==> src/rtl/btn_input_ctrl.sv <==
// btn_input_ctrl: iomem-mapped input conditioner for the PicoSoC buttons.
// Each input goes through a 2-FF synchronizer and a debounce counter. Edges
// on the debounced level latch into sticky RISE/FALL event bits.
// Registers: 0x00 STATE (RO), 0x04 EVENT (W1C), 0x08 IRQ_MASK (RW).
// Optional feature macro: PICOSOC_BTN_IRQ_EN builds IRQ_MASK and the irq output.
// When the macro is undefined, irq is tied low and IRQ_MASK reads 0.

module btn_input_lane #(
    parameter int   DEBOUNCE_CYCLES = 12000,
    parameter logic IDLE            = 1'b1
) (
    input  logic clk,
    input  logic resetn,
    input  logic raw,
    output logic stable,
    output logic rise,
    output logic fall
);
    localparam int            CW       = $clog2(DEBOUNCE_CYCLES);
    localparam logic [CW-1:0] CNT_LAST = CW'(DEBOUNCE_CYCLES - 1);

    logic          s1, s2;
    logic [CW-1:0] cnt;
    logic          accept;

    // The new level is accepted on the edge where the mismatch has lasted long enough.
    assign accept = (s2 != stable) && (cnt == CNT_LAST);
    assign rise   = accept && s2;
    assign fall   = accept && !s2;

    // Synchronize the pad, then count consecutive mismatch cycles against the stable level.
    always_ff @(posedge clk) begin
        if (!resetn) begin
            s1     <= IDLE;
            s2     <= IDLE;
            stable <= IDLE;
            cnt    <= '0;
        end else begin
            s1 <= raw;
            s2 <= s1;
            if (s2 == stable || accept) cnt <= '0;
            else                        cnt <= cnt + CW'(1);
            if (accept) stable <= s2;
        end
    end
endmodule

module btn_input_ctrl #(
    parameter int                NUM_IN          = 5,
    parameter int                DEBOUNCE_CYCLES = 12000,
    parameter logic [NUM_IN-1:0] IDLE_LEVEL      = {NUM_IN{1'b1}},
    parameter logic [7:0]        ADDR_PAGE       = 8'h08
) (
    input  logic              clk,
    input  logic              resetn,
    input  logic [NUM_IN-1:0] raw_in,
    input  logic              iomem_valid,
    output logic              iomem_ready,
    input  logic [3:0]        iomem_wstrb,
    input  logic [31:0]       iomem_addr,
    input  logic [31:0]       iomem_wdata,
    output logic [31:0]       iomem_rdata,
    output logic              irq
);
    logic [NUM_IN-1:0] stable, set_rise, set_fall;
    logic [NUM_IN-1:0] evt_rise, evt_fall;
    logic [NUM_IN-1:0] mask_rise, mask_fall;
    logic [NUM_IN-1:0] clr_rise, clr_fall;
    logic [31:0]       bmask, wmask, rd_word;
    logic [7:0]        off;
    logic              acc, wr;
    logic              unused_ok;

    genvar g;
    generate
        for (g = 0; g < NUM_IN; g++) begin : g_lane
            btn_input_lane #(
                .DEBOUNCE_CYCLES(DEBOUNCE_CYCLES),
                .IDLE           (IDLE_LEVEL[g])
            ) u_lane (
                .clk   (clk),
                .resetn(resetn),
                .raw   (raw_in[g]),
                .stable(stable[g]),
                .rise  (set_rise[g]),
                .fall  (set_fall[g])
            );
        end
    endgenerate

    assign off   = iomem_addr[7:0];
    assign acc   = iomem_valid && !iomem_ready && (iomem_addr[31:24] == ADDR_PAGE);
    assign wr    = acc && (iomem_wstrb != 4'h0);
    assign bmask = {{8{iomem_wstrb[3]}}, {8{iomem_wstrb[2]}},
                    {8{iomem_wstrb[1]}}, {8{iomem_wstrb[0]}}};
    assign wmask = iomem_wdata & bmask;

    assign clr_rise = (wr && off == 8'h04) ? wmask[NUM_IN-1:0]    : '0;
    assign clr_fall = (wr && off == 8'h04) ? wmask[16 +: NUM_IN]  : '0;

    assign unused_ok = ^{iomem_addr[23:8], wmask};

    // Register readback mux; anything not decoded reads zero.
    always_comb begin
        rd_word = '0;
        case (off)
            8'h00: rd_word[NUM_IN-1:0] = stable;
            8'h04: begin
                rd_word[NUM_IN-1:0]   = evt_rise;
                rd_word[16 +: NUM_IN] = evt_fall;
            end
            8'h08: begin
                rd_word[NUM_IN-1:0]   = mask_rise;
                rd_word[16 +: NUM_IN] = mask_fall;
            end
            default: rd_word = '0;
        endcase
    end

    // Single-cycle response strobe; rdata captures pre-write register state.
    always_ff @(posedge clk) begin
        if (!resetn) begin
            iomem_ready <= 1'b0;
            iomem_rdata <= '0;
        end else begin
            iomem_ready <= acc;
            iomem_rdata <= acc ? rd_word : '0;
        end
    end

    // Sticky events: a new edge on the same cycle as a W1C keeps the bit set.
    always_ff @(posedge clk) begin
        if (!resetn) begin
            evt_rise <= '0;
            evt_fall <= '0;
        end else begin
            evt_rise <= (evt_rise & ~clr_rise) | set_rise;
            evt_fall <= (evt_fall & ~clr_fall) | set_fall;
        end
    end

`ifdef PICOSOC_BTN_IRQ_EN
    // Byte-merged mask write.
    always_ff @(posedge clk) begin
        if (!resetn) begin
            mask_rise <= '0;
            mask_fall <= '0;
        end else if (wr && off == 8'h08) begin
            mask_rise <= (mask_rise & ~bmask[NUM_IN-1:0])   | wmask[NUM_IN-1:0];
            mask_fall <= (mask_fall & ~bmask[16 +: NUM_IN]) | wmask[16 +: NUM_IN];
        end
    end

    // Registered level interrupt from any unmasked pending event.
    always_ff @(posedge clk) begin
        if (!resetn) irq <= 1'b0;
        else         irq <= |((evt_rise & mask_rise) | (evt_fall & mask_fall));
    end
`else
    assign mask_rise = '0;
    assign mask_fall = '0;
    assign irq       = 1'b0;
`endif

endmodule

==> config.mk <==
export PLATFORM = sky130hd
export DESIGN_NAME = btn_input_ctrl
export DESIGN_NICKNAME = d
export VERILOG_FILES = /design/src/rtl/btn_input_ctrl.sv
export SDC_FILE = /design/constraint.sdc
export NUM_CORES = 1
export LEC_CHECK = 0
export BUFFER_PORTS_ARGS = -buffer_cell sky130_fd_sc_hd__buf_4
export CAP_MARGIN = 10
export CORE_UTILIZATION = 40
export CTS_BUF_LIST = sky130_fd_sc_hd__clkbuf_4
export CTS_CLUSTER_DIAMETER = 60
export DETAILED_ROUTE_END_ITERATION = 16
export GPL_TIMING_DRIVEN = 0
export HOLD_SLACK_MARGIN = 0.15
export MAX_ROUTING_LAYER = met4
export SYNTH_ARGS = -nofsm -noshare
export SYNTH_HDL_FRONTEND = slang
export SYNTH_SLANG_ARGS = --single-unit
==> constraint.sdc <==
create_clock -name clk -period 3.3 [get_ports clk]
set_clock_uncertainty 0.15 [all_clocks]
set_input_delay 0.33 -clock clk [delete_from_list [all_inputs] [get_ports clk]]
set_output_delay 0.33 -clock clk [all_outputs]
set_load 0.02 [all_outputs]
Word level (Yosys, flattened, before mapping)
Cells that the tools add are included.
{"block": "classes", "n_reduce_logical": 39, "addsub": 5, "bitwise_logic": 8, "n_mux": 3, "n_eq_ne": 17}
{"cell": "adder 14 x 1 -> 14 bit (second input constant)", "n": 5}
{"cell": "equality test 14 bit (second input constant)", "n": 5}
{"cell": "AND 21 bit", "n": 1}
{"cell": "logical AND 1 bit", "n": 19}
{"cell": "AND 5 bit", "n": 2}
{"cell": "two-way mux 5 bit", "n": 2}
{"cell": "NOT 5 bit", "n": 2}
{"cell": "bitwise OR 5 bit", "n": 2}
{"cell": "case mux 5 bit (2 select lines)", "n": 1}
{"cell": "OR reduction 2 bit", "n": 5}
{"cell": "equality test 8 x 3 -> 1 bit (second input constant)", "n": 1}
{"cell": "equality test 8 x 4 -> 1 bit (second input constant)", "n": 1}
{"cell": "logical NOT 8 bit", "n": 1}
{"cell": "logical NOT 1 bit", "n": 6}
{"cell": "equality test 1 bit", "n": 5}
{"cell": "logical OR 1 bit", "n": 5}
{"cell": "inequality test 1 bit", "n": 5}
{"cell": "nonzero test 4 bit", "n": 1}
{"cell": "AND reduction 3 bit", "n": 1}
{"cell": "AND reduction 2 bit", "n": 1}
{"cell": "NOT 1 bit", "n": 1}
{"block": "totals", "in_bits": 76, "out_inout_bits": 34, "wordCells": 98, "reg_bits": 128}

Longest topological paths before layout
Gate-level depths: netlist of run 1.
{"block": "logic_depth", "word_depth": 9, "depth_mapped": 6, "ltp_nobuf": 5}

Hierarchy
Synthesis of run 1 repeated with hierarchy kept, for this count alone.
{"block": "unflattened", "hier_cells": 518, "area_unflattened_um2": 4789.6}
{"module": "btn_input_lane", "cells_per_inst": 81, "instances": 5, "seq_area_each_um2": 340.3, "area_each_um2": 745.7}
{"module": "btn_input_ctrl", "cells_per_inst": 113, "instances": 1, "seq_area_each_um2": 420.4, "area_each_um2": 1061.0}

Worst setup path after synthesis of run 1
No wires, ideal clock.
{"block": "synth_timing", "path_type": "reg2reg", "from": "register g_lane[0].u_lane.cnt[0]", "to": "register g_lane[0].u_lane.cnt[10]", "t_required_ns": 3.033, "slack_ns": 1.486, "n_path_buf": 1, "setup_ns": 0.117, "arrival_time_ns": 1.547, "path_stages_with_launch": 7, "synth_period_minus_slack_ns": 1.814, "cell_sequence": "dfxtp_1 ha_1 nand4_1 nor4_2 a211o_1 buf_2 nor2_1"}
{"block": "synth_via", "elab_chain_len": 4, "elab_cells_between_ends": 5, "classes_between": "add/sub (1); eq/ne (1); reduce/logical (3)"}
{"item": "start, declared", "line_no": "23", "rtl": "logic [CW-1:0] cnt;"}
{"item": "start signal, assigned", "line_no": "42", "rtl": "else cnt <= cnt + CW'(1);"}
{"item": "branches (longest 4 deep; another with adder 14 x 1 -> 14 bit)"}
Several ways; the timed one is not identified.
A chain may end at the register's enable or synchronous reset.

Worst setup path after layout of run 1
{"block": "layout_timing", "from": "register iomem_ready", "to": "register evt_rise[2]"}
{"block": "layout_via", "elab_chain_len": 9}
{"item": "start, declared", "line_no": "58", "rtl": "output logic iomem_ready,"}
{"item": "start signal, assigned", "line_no": "123", "rtl": "iomem_ready <= 1'b0;"}
{"item": "start signal, assigned", "line_no": "126", "rtl": "iomem_ready <= acc;"}
{"item": "logical NOT 1 bit", "line_no": "92", "rtl": "assign acc = iomem_valid && !iomem_ready && (iomem_addr[31:24] == ADDR_PAGE);"}
{"item": "logical AND 1 bit (2 in series)", "line_no": "92"}
{"item": "logical AND 1 bit", "line_no": "93", "rtl": "assign wr = acc && (iomem_wstrb != 4'h0);"}
{"item": "logical AND 1 bit", "line_no": "98", "rtl": "assign clr_rise = (wr && off == 8'h04) ? wmask[NUM_IN-1:0] : '0;"}
{"item": "two-way mux 5 bit", "line_no": "98"}
{"item": "NOT 5 bit", "line_no": "137", "rtl": "evt_rise <= (evt_rise & ~clr_rise) | set_rise;"}
{"item": "AND 5 bit", "line_no": "137"}
{"item": "bitwise OR 5 bit", "line_no": "137"}
{"item": "end signal, assigned", "line_no": "137"}
{"item": "end, declared", "line_no": "66", "rtl": "logic [NUM_IN-1:0] evt_rise, evt_fall;"}
No other way between the ends.

==> results of run 1 <==
-- final timing paths --
path | end | slack [ns] | cells past startpoint
max | evt_rise[2]$_SDFF_PN0_ | 0.64 | 6
min | evt_fall[0]$_SDFF_PN0_ | 0.21 | 4
max reg2reg | evt_rise[2]$_SDFF_PN0_ | 0.64 | 6
min reg2reg | g_lane[2].u_lane.s2$_SDFF_PN1_ | 0.27 | 1
-- synthesized netlist by cell type, drive strengths merged --
library cell / instances
a211o: 2
a21oi: 1
and2: 5
and3: 10
and4: 8
buf: 28
clkbuf: 12
conb: 1
dfxtp: 106
ha: 5
inv: 13
mux2i: 10
nand2: 31
nand2b: 16
nand3: 34
nand3b: 3
nand4: 23
nand4b: 2
nor2: 73
nor3: 14
nor4: 17
nor4b: 4
o211ai: 1
o21ai: 10
o311ai: 8
o32a: 2
or2: 2
or3: 2
or3b: 1
or4: 2
or4b: 1
xnor2: 34
xor2: 27
-- repair_timing --
action	4_1_cts	5_1_grt
hold buffers	24	0
setup endpoints to repair	0	0
hold endpoints to repair	15	0
-- cell type report --
| class | instances | share of cell area [%] |
|---|---|---|
| tap | 140 | 3.14 |
| sequential | 106 | 38.0 |
| clock inverter | 7 | 1.68 |
| clock buffer | 9 | 1.21 |
| inverter | 13 | 0.874 |
| multi-input combinational | 371 | 40.4 |
| buffer | 40 | 4.44 |
| timing repair buffer | 68 | 10.2 |
-- flip-flops by register name, indices dropped and copies added, names as in the netlist --
name                  cells
evt_fall                  5
evt_rise                  5
g_lane.u_lane.cnt        70
g_lane.u_lane.s1          5
g_lane.u_lane.s2          5
g_lane.u_lane.stable      5
iomem_rdata              10
iomem_ready               1
-- power groups by stage --
stage	registers (mW)	logic, mW	clock network, mW
final	1.29	0.140	0.720
after global routing	1.29	0.152	0.804
after CTS	1.29	0.139	0.752
after detailed placement	1.32	0.120	0
after global placement	1.32	0.119	0
after floorplan	1.32	0.0766	0
-- through the flow --
| stage | power (mW) | hold WS, ns | cells |
|---|---|---|---|
| floorplan | 1.40 | 0.236 | 530 |
| global placement | 1.44 | 0.238 | 714 |
| detailed placement | 1.44 | 0.243 | 714 |
| CTS | 2.18 | 0.156 | 754 |
| global route | 2.25 | 0.249 | 754 |
| finish | 2.15 | 0.209 | 754 |
-- kinds of logic after synthesis --
kind of cell               Yosys count
buffers and inverters               53
DFF                                106
adders and majority gates            5
and+or+nand+nor                    248
other                                1
muxes                               10
AOI/OAI and AO/OA                   24
xor gates and xnor gates            61
-- tightest hold or removal path, stage by stage --
cell,delay [ns]
buf_4,0.13
nand3_1,0.07
o311ai_0,0.13
o21ai_1,0.12
-- layer usage --
layer	routed length (um)	vias up	GRT usage (%)
met3	316	11	4.60
met1	4500	1681	20.3
met4	131	0	5.71
met5	0	-	-
met2	4340	49	28.0
li1	-	1911	-
==> key figures, run 1 <==
Final layout
  – Register area: 2120 um2
  – Layout Utilization: 50.6%
  – # diodes: 0
  – Layout cells sized above 1: 15.0%
  – Most frequent cells in the layout: dfxtp_1, nor2_1, buf_4
  – Number of fillers in the final layout: 1089
  – Multi-input logic area: 2260 um2
  – Commonest non-fill, non-tap cell in the layout: dfxtp_1
  – Area delta synth->final: 21.5%
  – Design area: 5580 um2
  – Final nets: 690

Die
  – Die area: 11900 um2
  – IO Count: 110
  – Core area: 11000 um2
  – Std cell rows: 38
  – Die Ht: 109 um
  – Initial cell density of the core: 41.7%
  – Die Wd: 109 um

Pwr
  – VDD IR max: 0.000204 V
  – Seq pwr share: 60.1%
  – Psw: 0.487 mW
  – Internal power: 1.66 mW
  – Logic pwr share: 6.5%
  – Switching Share: 22.6%
  – Leak pwr: 2.01 nW
  – Power Density: 385 nW/um2
  – Clock group share of total power: 33.4%

Route
  – Drt total wl: 9290 um
  – DRC: 0
  – Routed WL per cell: 12.3 um
  – First-pass DRT Iterations: 4
  – Vias per cell: 4.84
  – ANT nets after route: 0
  – DR vias: 3652
  – Starting DRT DRC Count: 208

Place
  – RePlAce Congestion: 0.844
  – Cell Area, Placed: 5180 um2
  – Port Buf Inserts: 44
  – Place WS: 1.09 ns
  – DP HPWL: 6720 um

Logic synthesis
  – Combinational family with the most area after synthesis: simple AND/OR/NAND/NOR gates
  – Post-synthesis mux area share: 2.18%
  – Syn. warnings: 0
  – Synth Area in XOR/XNOR: 11.6%
  – Complex-gate fraction of the synthesized area: 3.73%
  – Sequential fraction of the synthesis area: 46.2%
  – Post-synthesis simple-gate area fraction: 28.4%
  – Synth area leaders: dfxtp_1, xnor2_1, nor2_1
  – Mapped Area: 4590 um2
  – Share of the synthesized area in the top cell type: 46.2%
  – Syn Inst Count: 508
  – Post-synth cell types: 42
  – Adder-cell share of the synthesized area: 1.36%
  – Syn_area_per_cell: 9.04 um2
  – Post-synth top area cell: dfxtp_1
  – Synth Register Bits: 106

Critical path
  – Max incr delay on CP: 0.58 ns
  – Slowest CP cell: dlygate4sd3_1
  – Crit path cell chain: nor4b_1, nand4b_1, clkbuf_1, nor3_1, o21ai_0, dlygate4sd3_1
  – Buffers & Inverters on Critical Path: 2
  – CP max FO: 10
  – CP required: 3.51 ns
  – Reg2reg start: iomem_ready$_SDFF_PN0_
  – Crit path max-delay family: simple AND/OR/NAND/NOR gates
  – Worst setup SP type: flop
  – CP arrival: 2.87 ns
  – Worst setup path startpoint: iomem_ready$_SDFF_PN0_
  – Critical path type: reg -> reg
  – CP Capture Type: flop

Global route
  – GR Util All Layers: 17.1%
  – Antenna violations before repair: 0
  – Overflow after GRT: 0
  – Pin count of the biggest net entering global routing: 18
  – Vias in the first global route: 3497
  – First-pass GRT wire length: 15400 um

Clocking
  – CTS buffer count: 9
  – Clk root buf: clkbuf_4
  – CTS tree: yes
  – Longest Clk Path Bufs: 2
  – Post_cts resized: 0
  – Setup bufs post-CTS: 0
  – Max H-tree Level: 3
  – CTS sink count: 106
  – Clk_lat worst skew: 0.45 ns
  – Clock slew at reported path FFs: 0.16 ns

Timing
  – Fmax: 375 MHz
  – RSZ-0062 raised after global routing: false
  – Crit path time final: 2.66 ns
  – Final period util: 80.7%
  – Slew @ Worst Pin: 0.555 ns
  – Slew HR: 63.0%
  – # setup viols final: 0
  – Setup TNS: 0 ns
  – Slew Limit Fails: 0
  – Final Hold Fails: 0
  – Setup slack after layout: 0.637 ns

Run
  – Max-cap check violation count: 0

Min path
  – Hold Crit Class: in -> reg
  – Hold_sp: iomem_wstrb[2]

Run status
  – Status: complete, no violations
No activity file was read; power rests on OpenSTA's default activity.
==> inputs of run 2 (changes only) <==
==> constraint.sdc (replaced) <==
create_clock -name clk -period 2.4 [get_ports clk]
set_clock_uncertainty 0.15 [all_clocks]
set_input_delay 0.24 -clock clk [delete_from_list [all_inputs] [get_ports clk]]
set_output_delay 0.24 -clock clk [all_outputs]
set_load 0.02 [all_outputs]
==> run 2 against run 1 <==
Non-clock buffer count grew 2. Sequential share of layout area shrank 0.14 points. Cell count grew 0.27%. Via count grew 0.36%. Sequential power grew 38%. Hold slack lost 0.0068 ns. Core utilization grew 0.19 points. Global-route usage shrank 0.12 points. Critical path type unchanged. Largest cell class unchanged. Largest power group unchanged.
==> key figures, run 2 (synthesis results as in run 1) <==
Final layout
  – Most frequent cells in the layout: dfxtp_1, nor2_1, buf_4 (unchanged)
  – Area delta synth->final: 22.0% (was 21.5%)
  – # diodes: 0 (unchanged)
  – Regs by FF count: g_lane.u_lane.cnt: 70 flops, iomem_rdata: 10 flops (unchanged)
  – Number of fillers in the final layout: 1088 (was 1089)
  – Commonest non-fill, non-tap cell in the layout: dfxtp_1 (unchanged)
  – Layout cells sized above 1: 15.3% (was 15.0%)
  – Final nets: 692 (was 690)
  – Biggest register: g_lane.u_lane.cnt (unchanged)
  – Max reg flops: 70 (unchanged)

Route
  – DR WL met3: 322 um (was 316 um)
  – First-pass DRT Iterations: 4 (unchanged)
  – Routed WL per cell: 12.3 um (about the same)
  – DRC: 0 (unchanged)
  – Starting DRT DRC Count: 219 (was 208)
  – Top routing layer in use: met4 (unchanged)
  – DRT met1 WL: 4520 um (was 4500 um)
  – DR vias: 3665 (was 3652)
  – Drt total wl: 9320 um (was 9290 um)
  – Vias per cell: 4.85 (was 4.84)
  – ANT nets after route: 0 (unchanged)
  – Routed met2 length: 4400 um (was 4340 um)

Critical path
  – Crit path cell chain: nor4b_1, nand4b_1, buf_4, o311ai_1, o211ai_1, dlygate4sd3_1 (was nor4b_1, nand4b_1, clkbuf_1, nor3_1, o21ai_0, dlygate4sd3_1)
  – Buffers & Inverters on Critical Path: 2 (unchanged)
  – Worst setup SP type: flop (unchanged)
  – Slowest CP cell: dlygate4sd3_1 (unchanged)
  – CP Capture Type: flop (unchanged)
  – Crit path max-delay family: buffers and inverters (was simple AND/OR/NAND/NOR gates)
  – CP max FO: 6 (was 10)
  – RR Endpoint: evt_fall[4]$_SDFF_PN0_ (was evt_rise[2]$_SDFF_PN0_)
  – CP required: 2.59 ns (was 3.51 ns)
  – CP arrival: 2.38 ns (was 2.87 ns)
  – Max incr delay on CP: 0.56 ns (was 0.58 ns)
  – Critical path type: reg -> reg (unchanged)
  – R2R depth: 6 (unchanged)
  – R2R setup slack: 0.21 ns (was 0.64 ns)
  – Reg2reg start: iomem_ready$_SDFF_PN0_ (unchanged)

Min path
  – Hold_sp: resetn (was iomem_wstrb[2])
  – Hold path depth: 3 (was 4)
  – Hold Path Sink: g_lane[2].u_lane.cnt[3]$_SDFF_PP0_ (was evt_fall[0]$_SDFF_PN0_)
  – Hold Crit Class: in -> reg (unchanged)

Place
  – RePlAce Congestion: 0.844 (unchanged)
  – Place WS: 0.203 ns (was 1.09 ns)
  – DP HPWL: 6720 um (unchanged)
  – Port Buf Inserts: 44 (unchanged)

Die
  – Die Ht: 109 um (unchanged)
  – Initial cell density of the core: 41.7% (unchanged)
  – IO Count: 110 (unchanged)
  – Die Wd: 109 um (unchanged)
  – Die area: 11900 um2 (unchanged)
  – Std cell rows: 38 (unchanged)
  – Core area: 11000 um2 (unchanged)

Timing
  – Setup TNS: 0 ns (unchanged)
  – Slew HR: 62.7% (was 63.0%)
  – Final period util: 91.1% (was 80.7%)
  – Setup slack after layout: 0.215 ns (was 0.637 ns)
  – # setup viols final: 0 (unchanged)
  – Slew Limit Fails: 0 (unchanged)
  – Crit path time final: 2.19 ns (was 2.66 ns)
  – Final Hold Fails: 0 (unchanged)
  – Slew @ Worst Pin: 0.559 ns (was 0.555 ns)
  – Fmax: 458 MHz (was 375 MHz)
  – RSZ-0062 raised after global routing: false (unchanged)

Global route
  – GR Util All Layers: 17.0% (was 17.1%)
  – Vias in the first global route: 3478 (was 3497)
  – Antenna violations before repair: 0 (unchanged)
  – Pin count of the biggest net entering global routing: 18 (unchanged)
  – First-pass GRT wire length: 15300 um (was 15400 um)
  – Overflow after GRT: 0 (unchanged)

Pwr
  – Clock group share of total power: 33.3% (was 33.4%)
  – Internal power: 2.29 mW (was 1.66 mW)
  – Psw: 0.667 mW (was 0.487 mW)
  – Power Density: 528 nW/um2 (was 385 nW/um2)
  – Logic pwr share: 6.6% (was 6.5%)
  – Seq pwr share: 60.1% (about the same)
  – Switching Share: 22.5% (was 22.6%)
  – Leak pwr: 2.01 nW (about the same)
  – VDD IR max: 0.000279 V (was 0.000204 V)

Clocking
  – CTS buffer count: 9 (unchanged)
  – Clock slew at reported path FFs: 0.16 ns (about the same)
  – CTS sink count: 106 (unchanged)
  – Clk_lat worst skew: 0.44 ns (was 0.45 ns)
  – Clk root buf: clkbuf_4 (unchanged)
  – Longest Clk Path Bufs: 2 (unchanged)
  – CTS tree: yes (unchanged)
  – Max H-tree Level: 3 (unchanged)

Run
  – Max-cap check violation count: 0 (unchanged)

Run status
  – Status: complete, no violations (unchanged)
[run 2: layout make-up]
class                           count  area (um2)  share of cell area, %
Multi-Input combinational cell    371        2260                   40.3
Sequential cell                   106        2120                   37.9
Timing Repair Buffer               71         596                   10.6
Buffer                             39         244                   4.35
Tap cell                          140         175                   3.12
Clock inverter                      7        93.8                   1.67
Clock buffer                        9        67.6                   1.21
Inverter                           13        48.8                  0.871
[run 2: how the worst max path moves through the flow]
stage | from | to | slack [ns] | depth (start not counted)
after global routing | g_lane[4].u_lane.cnt[2]$_SDFF_PP0_ | evt_fall[4]$_SDFF_PN0_ | 0.04 | 5
final | iomem_ready$_SDFF_PN0_ | evt_fall[4]$_SDFF_PN0_ | 0.21 | 6
after CTS | iomem_ready$_SDFF_PN0_ | evt_fall[4]$_SDFF_PN0_ | 0.03 | 5
after floorplan | g_lane[0].u_lane.cnt[0]$_SDFF_PP0_ | g_lane[0].u_lane.cnt[10]$_SDFF_PP0_ | 0.59 | 6
after global placement | g_lane[3].u_lane.cnt[0]$_SDFF_PP0_ | g_lane[3].u_lane.cnt[11]$_SDFF_PP0_ | 0.28 | 6
after detailed placement | g_lane[3].u_lane.cnt[0]$_SDFF_PP0_ | g_lane[3].u_lane.cnt[7]$_SDFF_PP0_ | 0.20 | 6
[run 2: power by group through the flow]
stage | registers, mW | clock network [mW] | logic [mW]
2_1_floorplan | 1.81 | 0 | 0.105
3_5_place_dp | 1.81 | 0 | 0.165
3_3_place_gp | 1.81 | 0 | 0.164
5_1_grt | 1.78 | 1.11 | 0.212
4_1_cts | 1.78 | 1.03 | 0.193
6_report | 1.78 | 0.986 | 0.196
[run 2: worst min-delay path, cell delays in order]
cell	delay, ns
clkbuf_1	0.25
nand3_1	0.22
nor2_1	0.06
[run 2: through the flow]
| stage | utilization (%) | instance area (um2) | hold slack [ns] | cells | total power [mW] |
|---|---|---|---|---|---|
| 2_1_floorplan | - | 4680 | 0.191 | 530 | 1.92 |
| 3_3_place_gp | 47.0 | 5180 | 0.238 | 714 | 1.98 |
| 3_5_place_dp | 47.0 | 5180 | 0.243 | 714 | 1.98 |
| 4_1_cts | 50.6 | 5580 | 0.156 | 754 | 3.00 |
| 5_1_grt | 50.8 | 5610 | 0.172 | 756 | 3.10 |
| 6_report | 50.8 | 5610 | 0.202 | 756 | 2.96 |
[run 2: repair_timing]
item                       CTS  global route
setup buffers                0             2
hold buffers                24             1
setup endpoints to repair    0             3
gates resized for setup      0             1
hold endpoints to repair    15             1
[run 2: per-layer routing]
| metal | global-route usage (%) | up-vias |
|---|---|---|
| met3 | 4.60 | 6 |
| met2 | 27.7 | 59 |
| met4 | 5.71 | 0 |
| met1 | 20.3 | 1685 |
| met5 | - | - |
| li1 | - | 1915 |
